<file path="src/rtl/writeback_stage_pkg.sv">
// rtl/writeback_stage_pkg.sv - shared encodings and defaults for the writeback stage
package writeback_stage_pkg;

  localparam int XLEN_DEFAULT = 32;

  typedef enum logic [1:0] {
    RES_ALU = 2'b00,
    RES_MEM = 2'b01,
    RES_PC4 = 2'b10,
    RES_IMM = 2'b11
  } result_src_e;

  localparam logic [2:0] LB  = 3'b000;
  localparam logic [2:0] LH  = 3'b001;
  localparam logic [2:0] LW  = 3'b010;
  localparam logic [2:0] LD  = 3'b011;
  localparam logic [2:0] LBU = 3'b100;
  localparam logic [2:0] LHU = 3'b101;
  localparam logic [2:0] LWU = 3'b110;

  // Byte-offset width inside one XLEN-wide load beat.
  function automatic int off_width(input int xlen);
    return (xlen == 64) ? 3 : 2;
  endfunction

endpackage

</file>
<file path="src/rtl/writeback_stage_if.sv">
// rtl/writeback_stage_if.sv - MEM->WB input bundle plus register-file/forwarding outputs
interface writeback_stage_if
  import writeback_stage_pkg::*;
#(
  parameter int XLEN       = XLEN_DEFAULT,
  parameter int REG_ADDR_W = 5
);

  logic                  in_valid;
  logic                  in_ready;
  logic                  stall;
  logic                  flush;
  logic                  reg_write_in;
  logic [1:0]            result_src_in;
  logic [2:0]            load_fmt_in;
  logic [REG_ADDR_W-1:0] rd_in;
  logic [XLEN-1:0]       pc_plus4_in;
  logic [XLEN-1:0]       alu_result_in;
  logic [XLEN-1:0]       imm_in;
  logic [XLEN-1:0]       read_data_in;

  logic                  wb_en;
  logic [REG_ADDR_W-1:0] wb_addr;
  logic [XLEN-1:0]       wb_data;
  logic                  fwd_valid;
  logic [REG_ADDR_W-1:0] fwd_addr;
  logic [XLEN-1:0]       fwd_data;
  logic                  retired;

  modport slave (
    input  in_valid, stall, flush, reg_write_in, result_src_in, load_fmt_in, rd_in,
           pc_plus4_in, alu_result_in, imm_in, read_data_in,
    output in_ready, wb_en, wb_addr, wb_data, fwd_valid, fwd_addr, fwd_data, retired
  );

  modport master (
    output in_valid, stall, flush, reg_write_in, result_src_in, load_fmt_in, rd_in,
           pc_plus4_in, alu_result_in, imm_in, read_data_in,
    input  in_ready, wb_en, wb_addr, wb_data, fwd_valid, fwd_addr, fwd_data, retired
  );

endinterface

</file>
<file path="src/rtl/writeback_stage_load_align.sv">
// rtl/writeback_stage_load_align.sv - combinational load byte/half/word select and extend
module load_align
  import writeback_stage_pkg::*;
#(
  parameter int XLEN = XLEN_DEFAULT
) (
  input  logic [XLEN-1:0]              raw,
  input  logic [off_width(XLEN)-1:0]   off,
  input  logic [2:0]                   fmt,
  output logic [XLEN-1:0]              aligned
);

  localparam int OW = off_width(XLEN);

  logic [OW-1:0]   half_off;
  logic [7:0]      b;
  logic [15:0]     h;
  logic [XLEN-1:0] word_sx;
  logic [XLEN-1:0] word_zx;

  // Halfword select ignores off[0]; misalignment is not trapped here.
  assign half_off = {off[OW-1:1], 1'b0};
  assign b        = 8'(raw >> {off, 3'b000});
  assign h        = 16'(raw >> {half_off, 3'b000});

  generate
    if (XLEN == 64) begin : g_rv64
      logic [31:0] w;
      assign w       = 32'(raw >> {off[OW-1], 5'b00000});
      assign word_sx = {{(XLEN-32){w[31]}}, w};
      assign word_zx = {{(XLEN-32){1'b0}}, w};
    end else begin : g_rv32
      assign word_sx = raw;
      assign word_zx = raw;
    end
  endgenerate

  always_comb begin
    aligned = word_sx;
    case (fmt)
      LB:      aligned = {{(XLEN-8){b[7]}}, b};
      LBU:     aligned = {{(XLEN-8){1'b0}}, b};
      LH:      aligned = {{(XLEN-16){h[15]}}, h};
      LHU:     aligned = {{(XLEN-16){1'b0}}, h};
      LD:      aligned = raw;
      LWU:     aligned = word_zx;
      default: aligned = word_sx;
    endcase
  end

endmodule

</file>
<file path="src/rtl/writeback_stage.sv">
// rtl/writeback_stage.sv - MEM/WB register, result select, regfile/forward drive, retire strobe
// Optional instret counter enabled by WB_INSTRET_EN.
module writeback_stage
  import writeback_stage_pkg::*;
#(
  parameter int XLEN       = XLEN_DEFAULT,
  parameter int REG_ADDR_W = 5
`ifdef WB_INSTRET_EN
  , parameter int CNT_W    = 64
`endif
) (
  input logic clk,
  input logic rst,
  writeback_stage_if.slave bus
`ifdef WB_INSTRET_EN
  , output logic [CNT_W-1:0] instret
`endif
);

  localparam int OW = off_width(XLEN);

  logic                  valid_q;
  logic                  reg_write_q;
  result_src_e           result_src_q;
  logic [2:0]            load_fmt_q;
  logic [REG_ADDR_W-1:0] rd_q;
  logic [XLEN-1:0]       pc_plus4_q;
  logic [XLEN-1:0]       alu_result_q;
  logic [XLEN-1:0]       imm_q;
  logic [XLEN-1:0]       read_data_q;

  logic [XLEN-1:0]       load_data;
  logic [XLEN-1:0]       result;
  logic                  wb_en_int;
  logic                  retired_int;

  always_ff @(posedge clk or posedge rst) begin
    if (rst) begin
      valid_q      <= 1'b0;
      reg_write_q  <= 1'b0;
      result_src_q <= RES_ALU;
      load_fmt_q   <= 3'b000;
      rd_q         <= '0;
      pc_plus4_q   <= '0;
      alu_result_q <= '0;
      imm_q        <= '0;
      read_data_q  <= '0;
    end else if (bus.flush) begin
      valid_q <= 1'b0;
    end else if (!bus.stall) begin
      valid_q      <= bus.in_valid;
      reg_write_q  <= bus.reg_write_in;
      result_src_q <= result_src_e'(bus.result_src_in);
      load_fmt_q   <= bus.load_fmt_in;
      rd_q         <= bus.rd_in;
      pc_plus4_q   <= bus.pc_plus4_in;
      alu_result_q <= bus.alu_result_in;
      imm_q        <= bus.imm_in;
      read_data_q  <= bus.read_data_in;
    end
  end

  load_align #(.XLEN(XLEN)) u_load_align (
    .raw     (read_data_q),
    .off     (alu_result_q[OW-1:0]),
    .fmt     (load_fmt_q),
    .aligned (load_data)
  );

  always_comb begin
    result = alu_result_q;
    case (result_src_q)
      RES_MEM: result = load_data;
      RES_PC4: result = pc_plus4_q;
      RES_IMM: result = imm_q;
      default: result = alu_result_q;
    endcase
  end

  // A stalled instruction keeps writing the same value; it retires only when released.
  assign wb_en_int   = valid_q & reg_write_q & (rd_q != '0);
  assign retired_int = valid_q & ~bus.stall;

  assign bus.in_ready  = ~bus.stall;
  assign bus.wb_en     = wb_en_int;
  assign bus.wb_addr   = rd_q;
  assign bus.wb_data   = result;
  assign bus.fwd_valid = wb_en_int;
  assign bus.fwd_addr  = rd_q;
  assign bus.fwd_data  = result;
  assign bus.retired   = retired_int;

`ifdef WB_INSTRET_EN
  always_ff @(posedge clk or posedge rst) begin
    if (rst) begin
      instret <= '0;
    end else if (retired_int) begin
      instret <= instret + 1'b1;
    end
  end
`endif

endmodule

</file>
<file path="src/flat_wrapper.sv">
// flat-port wrapper written by rule: the top's interface ports become plain ports
module writeback_stage_flat import writeback_stage_pkg::*;
#(
  parameter int XLEN       = XLEN_DEFAULT,
  parameter int REG_ADDR_W = 5

)
  (clk, rst, bus_in_valid, bus_stall, bus_flush, bus_reg_write_in, bus_result_src_in, bus_load_fmt_in, bus_rd_in, bus_pc_plus4_in, bus_alu_result_in, bus_imm_in, bus_read_data_in, bus_in_ready, bus_wb_en, bus_wb_addr, bus_wb_data, bus_fwd_valid, bus_fwd_addr, bus_fwd_data, bus_retired);
  writeback_stage_if #(.XLEN(XLEN), .REG_ADDR_W(REG_ADDR_W)) bus_i ();
  input logic clk;
  input logic rst;
  input wire logic [$bits(bus_i.in_valid)-1:0] bus_in_valid;
  input wire logic [$bits(bus_i.stall)-1:0] bus_stall;
  input wire logic [$bits(bus_i.flush)-1:0] bus_flush;
  input wire logic [$bits(bus_i.reg_write_in)-1:0] bus_reg_write_in;
  input wire logic [$bits(bus_i.result_src_in)-1:0] bus_result_src_in;
  input wire logic [$bits(bus_i.load_fmt_in)-1:0] bus_load_fmt_in;
  input wire logic [$bits(bus_i.rd_in)-1:0] bus_rd_in;
  input wire logic [$bits(bus_i.pc_plus4_in)-1:0] bus_pc_plus4_in;
  input wire logic [$bits(bus_i.alu_result_in)-1:0] bus_alu_result_in;
  input wire logic [$bits(bus_i.imm_in)-1:0] bus_imm_in;
  input wire logic [$bits(bus_i.read_data_in)-1:0] bus_read_data_in;
  output wire logic [$bits(bus_i.in_ready)-1:0] bus_in_ready;
  output wire logic [$bits(bus_i.wb_en)-1:0] bus_wb_en;
  output wire logic [$bits(bus_i.wb_addr)-1:0] bus_wb_addr;
  output wire logic [$bits(bus_i.wb_data)-1:0] bus_wb_data;
  output wire logic [$bits(bus_i.fwd_valid)-1:0] bus_fwd_valid;
  output wire logic [$bits(bus_i.fwd_addr)-1:0] bus_fwd_addr;
  output wire logic [$bits(bus_i.fwd_data)-1:0] bus_fwd_data;
  output wire logic [$bits(bus_i.retired)-1:0] bus_retired;
  assign bus_i.in_valid = bus_in_valid;
  assign bus_i.stall = bus_stall;
  assign bus_i.flush = bus_flush;
  assign bus_i.reg_write_in = bus_reg_write_in;
  assign bus_i.result_src_in = bus_result_src_in;
  assign bus_i.load_fmt_in = bus_load_fmt_in;
  assign bus_i.rd_in = bus_rd_in;
  assign bus_i.pc_plus4_in = bus_pc_plus4_in;
  assign bus_i.alu_result_in = bus_alu_result_in;
  assign bus_i.imm_in = bus_imm_in;
  assign bus_i.read_data_in = bus_read_data_in;
  assign bus_in_ready = bus_i.in_ready;
  assign bus_wb_en = bus_i.wb_en;
  assign bus_wb_addr = bus_i.wb_addr;
  assign bus_wb_data = bus_i.wb_data;
  assign bus_fwd_valid = bus_i.fwd_valid;
  assign bus_fwd_addr = bus_i.fwd_addr;
  assign bus_fwd_data = bus_i.fwd_data;
  assign bus_retired = bus_i.retired;
  writeback_stage #(.XLEN(XLEN), .REG_ADDR_W(REG_ADDR_W)) u_core (.clk(clk), .rst(rst), .bus(bus_i));
endmodule
</file>
<file path="config.mk">
export PLATFORM = sky130hd
export DESIGN_NAME = writeback_stage_flat
export DESIGN_NICKNAME = d
export VERILOG_FILES = /design/src/rtl/writeback_stage_pkg.sv /design/src/rtl/writeback_stage_if.sv /design/src/rtl/writeback_stage_load_align.sv /design/src/rtl/writeback_stage.sv /design/src/flat_wrapper.sv
export SDC_FILE = /design/constraint.sdc
export NUM_CORES = 1
export LEC_CHECK = 0
export CAP_MARGIN = 5
export CORE_ASPECT_RATIO = 0.7
export CORE_MARGIN = 5
export CORE_UTILIZATION = 58
export CTS_CLUSTER_DIAMETER = 30
export DETAILED_ROUTE_END_ITERATION = 8
export DONT_BUFFER_PORTS = 1
export HOLD_SLACK_MARGIN = 0.06
export PLACE_DENSITY_LB_ADDON = 0.05
export SLEW_MARGIN = 20
export SYNTH_ARGS = -nofsm -noshare
export SYNTH_HDL_FRONTEND = slang
export SYNTH_HIERARCHICAL = 1
export SYNTH_SLANG_ARGS = --single-unit
export TNS_END_PERCENT = 5
</file>
<file path="constraint.sdc">
create_clock -name clk -period 6.2 [get_ports clk]
set_input_delay 1.86 -clock clk [delete_from_list [all_inputs] [get_ports clk]]
set_output_delay 1.86 -clock clk [all_outputs]
set_load 0.02 [all_outputs]
</file>
==> out/results.ini <==
[global_route]
grt_pass1_wl_mm=24.7
grt_start_max_net_pins=101
grt_overflow=0
antenna_found_initial=4
gr-usage-all-layers_pct=21.0
grt_pass1_vias=4168

[layout]
diodes=0
synthToLayoutAreaGrowth_pct=3.49
nets=588
final_cell_mix=dfrtp_1, mux2_4, nand2_1
final_common_cell=dfrtp_1
drive_gt1_share_pct=47.6

[route]
ant_nets=0
drt_wl_total_mm=16.0
routedWlPerCell_microns=25.9
drc=0
first_pass_iters=5
drt_iter0_markers=184
via_per_inst=6.11
num_vias=3779

[logic_synthesis]
ys_seq_elements=140
synthesis.nets=633
synthTopCellsByArea=dfrtp_1, mux2_4, mux4_2
synth_simple_gate_area_share_pct=4.00
synth.area.mux_share_pct=38.2
yosysUniqueCellTypes=33
synth-warning-count=6
syn_area_sq_um=7450
avgSynthCellArea_sq_um=15.2
yosysSeqAreaShare_pct=47.0
synthAdderAreaFrac_pct=0
synth_edf_count=0
yosys.area_share.xor_xnor_pct=0
synth_top_area_cell=dfrtp_1
yosysTopAreaCellShare_pct=47.0
synth_top_flop_cell=dfrtp_1
postSynthCellCount=489
synth_compound_area_share_pct=2.74
synth_top_family_by_area=multiplexers
synth-async-reset-ratio_pct=100

[critical_path]
crit_slowest_cell=mux4_1
worst-path-max-fanout=16
worstSetupStartpointType=register
r2r_cells=1
slowest_delay_ps=730
crit_required_ps=4340
ff2ff_setup_slack_ps=4870
cp-end-kind=output port
cpLargestDelayFamily=multiplexers
worstSetupEndpoint=bus_wb_data[27]
timing.rr.end=u_core/result_src_q[0]
setup.worst_path.start=u_core/alu_result_q[1]
worstReg2RegStart=u_core/result_src_q[0]
worst-path-stages=5
cp_cell_sequence=mux4_2 -> nor3b_4 -> o21bai_4 -> nand2_1 -> mux4_1
crit_buf_inv=0
crit_type=register to output port
arrival_ps=3060

[cts]
root_buffer=clkbuf_16
worstSkewPairLatency_ps=400
hold_buffers=0
clk_path_buf_depth=2
path_clk_slew_ps=60
post-cts-setup-buffers=0
cts_resized=0
cts_max_level=4
cts_made_buffers=17
clock_sink_count=140
cts_tree=done

[floorplan]
core-area_sq_um=12500
row_count=34
ios=222
die_w_microns=145
die_h_microns=105
start_util_pct=59.6
dieArea_sq_um=15200

[worst_hold_path]
whs_path_depth=1
worst_hold_path_type=register to register

[timing]
skew_ps=0
finalSetupViolCount=0
rsz0062_at_grt=no
slew_headroom_pct=32.9
hold_ws_ps=504
setup-tns-final_ps=0
finalCriticalPeriod_ps=4920
worstMarginPinSlew_ps=1000
fmax_ghz=0.203
drv_slew=0
period_share_pct=79.3
finalHoldViolations=0

[placed_design]
gp_congestion=0.848
io_buffers=0
dp_hpwl_mm=11.2

[power_and_ir_drop]
power.leakage_nw=3.43
ir_worst_vdd_uv=232
pwr_density_cell_nw_per_um2=380

[flow_run]
cap_violations=0

[status]
outcome=finished, final reports clean

==> cell usage after synthesis, types with 2 or more instances <==
| library cell | instances |
|---|---|
| dfrtp_1 | 140 |
| mux2_4 | 110 |
| nand2_1 | 44 |
| buf_4 | 38 |
| mux2_2 | 34 |
| mux4_2 | 28 |
| buf_8 | 10 |
| buf_2 | 9 |
| o21ai_0 | 9 |
| a22oi_1 | 8 |
| buf_6 | 8 |
| a21oi_1 | 6 |
| nor2_1 | 6 |
| mux2i_1 | 5 |
| mux4_1 | 5 |
| nor2b_1 | 5 |
| clkbuf_1 | 4 |
| inv_1 | 3 |
| nand2_2 | 2 |
| o211ai_1 | 2 |
==> through the flow <==
step | util (%) | total power, mW | std cells | cell area (sq um) | setup slack (ps)
CTS | 61.6 | 2.95 | 618 | 7710 | 1280
floorplan | - | 1.93 | 489 | 7450 | 587
global placement | 57.0 | 1.93 | 587 | 7120 | 1770
detailed placement | 57.0 | 1.94 | 587 | 7120 | 1710
finish | 61.6 | 2.93 | 618 | 7710 | 1280
global route | 61.6 | 3.06 | 618 | 7710 | 1160
==> metal layers <==
layer | part of all wire, % | routed length (microns) | global-route usage [%] | vias to the layer above
met5 | 0.32 | 51 | 0 | -
met2 | 46 | 7310 | 31.0 | 159
li1 | - | - | - | 1645
met4 | 1.3 | 213 | 5.99 | 8
met1 | 45 | 7200 | 28.9 | 1944
met3 | 7.7 | 1240 | 8.74 | 23
==> worst min path at each step <==
stage	from	slack (ps)	end
2_1_floorplan	u_core/imm_q[13]	470	u_core/imm_q[13]
3_5_place_dp	u_core/imm_q[29]	490	u_core/imm_q[29]
3_3_place_gp	u_core/imm_q[27]	480	u_core/imm_q[27]
6_report	u_core/imm_q[9]	500	u_core/imm_q[9]
5_1_grt	u_core/pc_plus4_q[4]	520	u_core/pc_plus4_q[4]
4_1_cts	u_core/imm_q[6]	510	u_core/imm_q[6]
==> report_power, final <==
part	internal (mW)	total (mW)	switching [mW]	leakage [nW]
clock	0.620	1.00	0.383	0.291
sequential	1.05	1.19	0.143	1.64
combinational	0.338	0.735	0.397	1.50
==> logic make-up (layout without fill, tap and decap cells) <==
| group | count (synthesis) | after routing |
|---|---|---|
| AO/OA/AOI/OAI | 30 | 30 |
| buffers and inverters | 72 | 39 |
| flip-flops | 140 | 140 |
| multiplexers | 182 | 182 |
| AND/OR/NAND/NOR | 65 | 65 |
==> layout make-up <==
cell class	instances	area, sq um
Timing Repair Buffer	5	50.0
Fill cell	934	4800
Inverter	3	16.3
Clock buffer	20	467
Sequential cell	140	3510
Tap cell	162	203
Clock inverter	11	119
Multi-Input combinational cell	277	3350
==> registers in the layout, summed over array words and instances, names as in the netlist <==
register,count
u_core/imm_q,32
u_core/reg_write_q,1
u_core/pc_plus4_q,32
u_core/valid_q,1
u_core/alu_result_q,32
u_core/read_data_q,32
u_core/bus.fwd_addr,5
u_core/load_fmt_q,3
u_core/result_src_q,2
(Power assumes the default switching activity.)
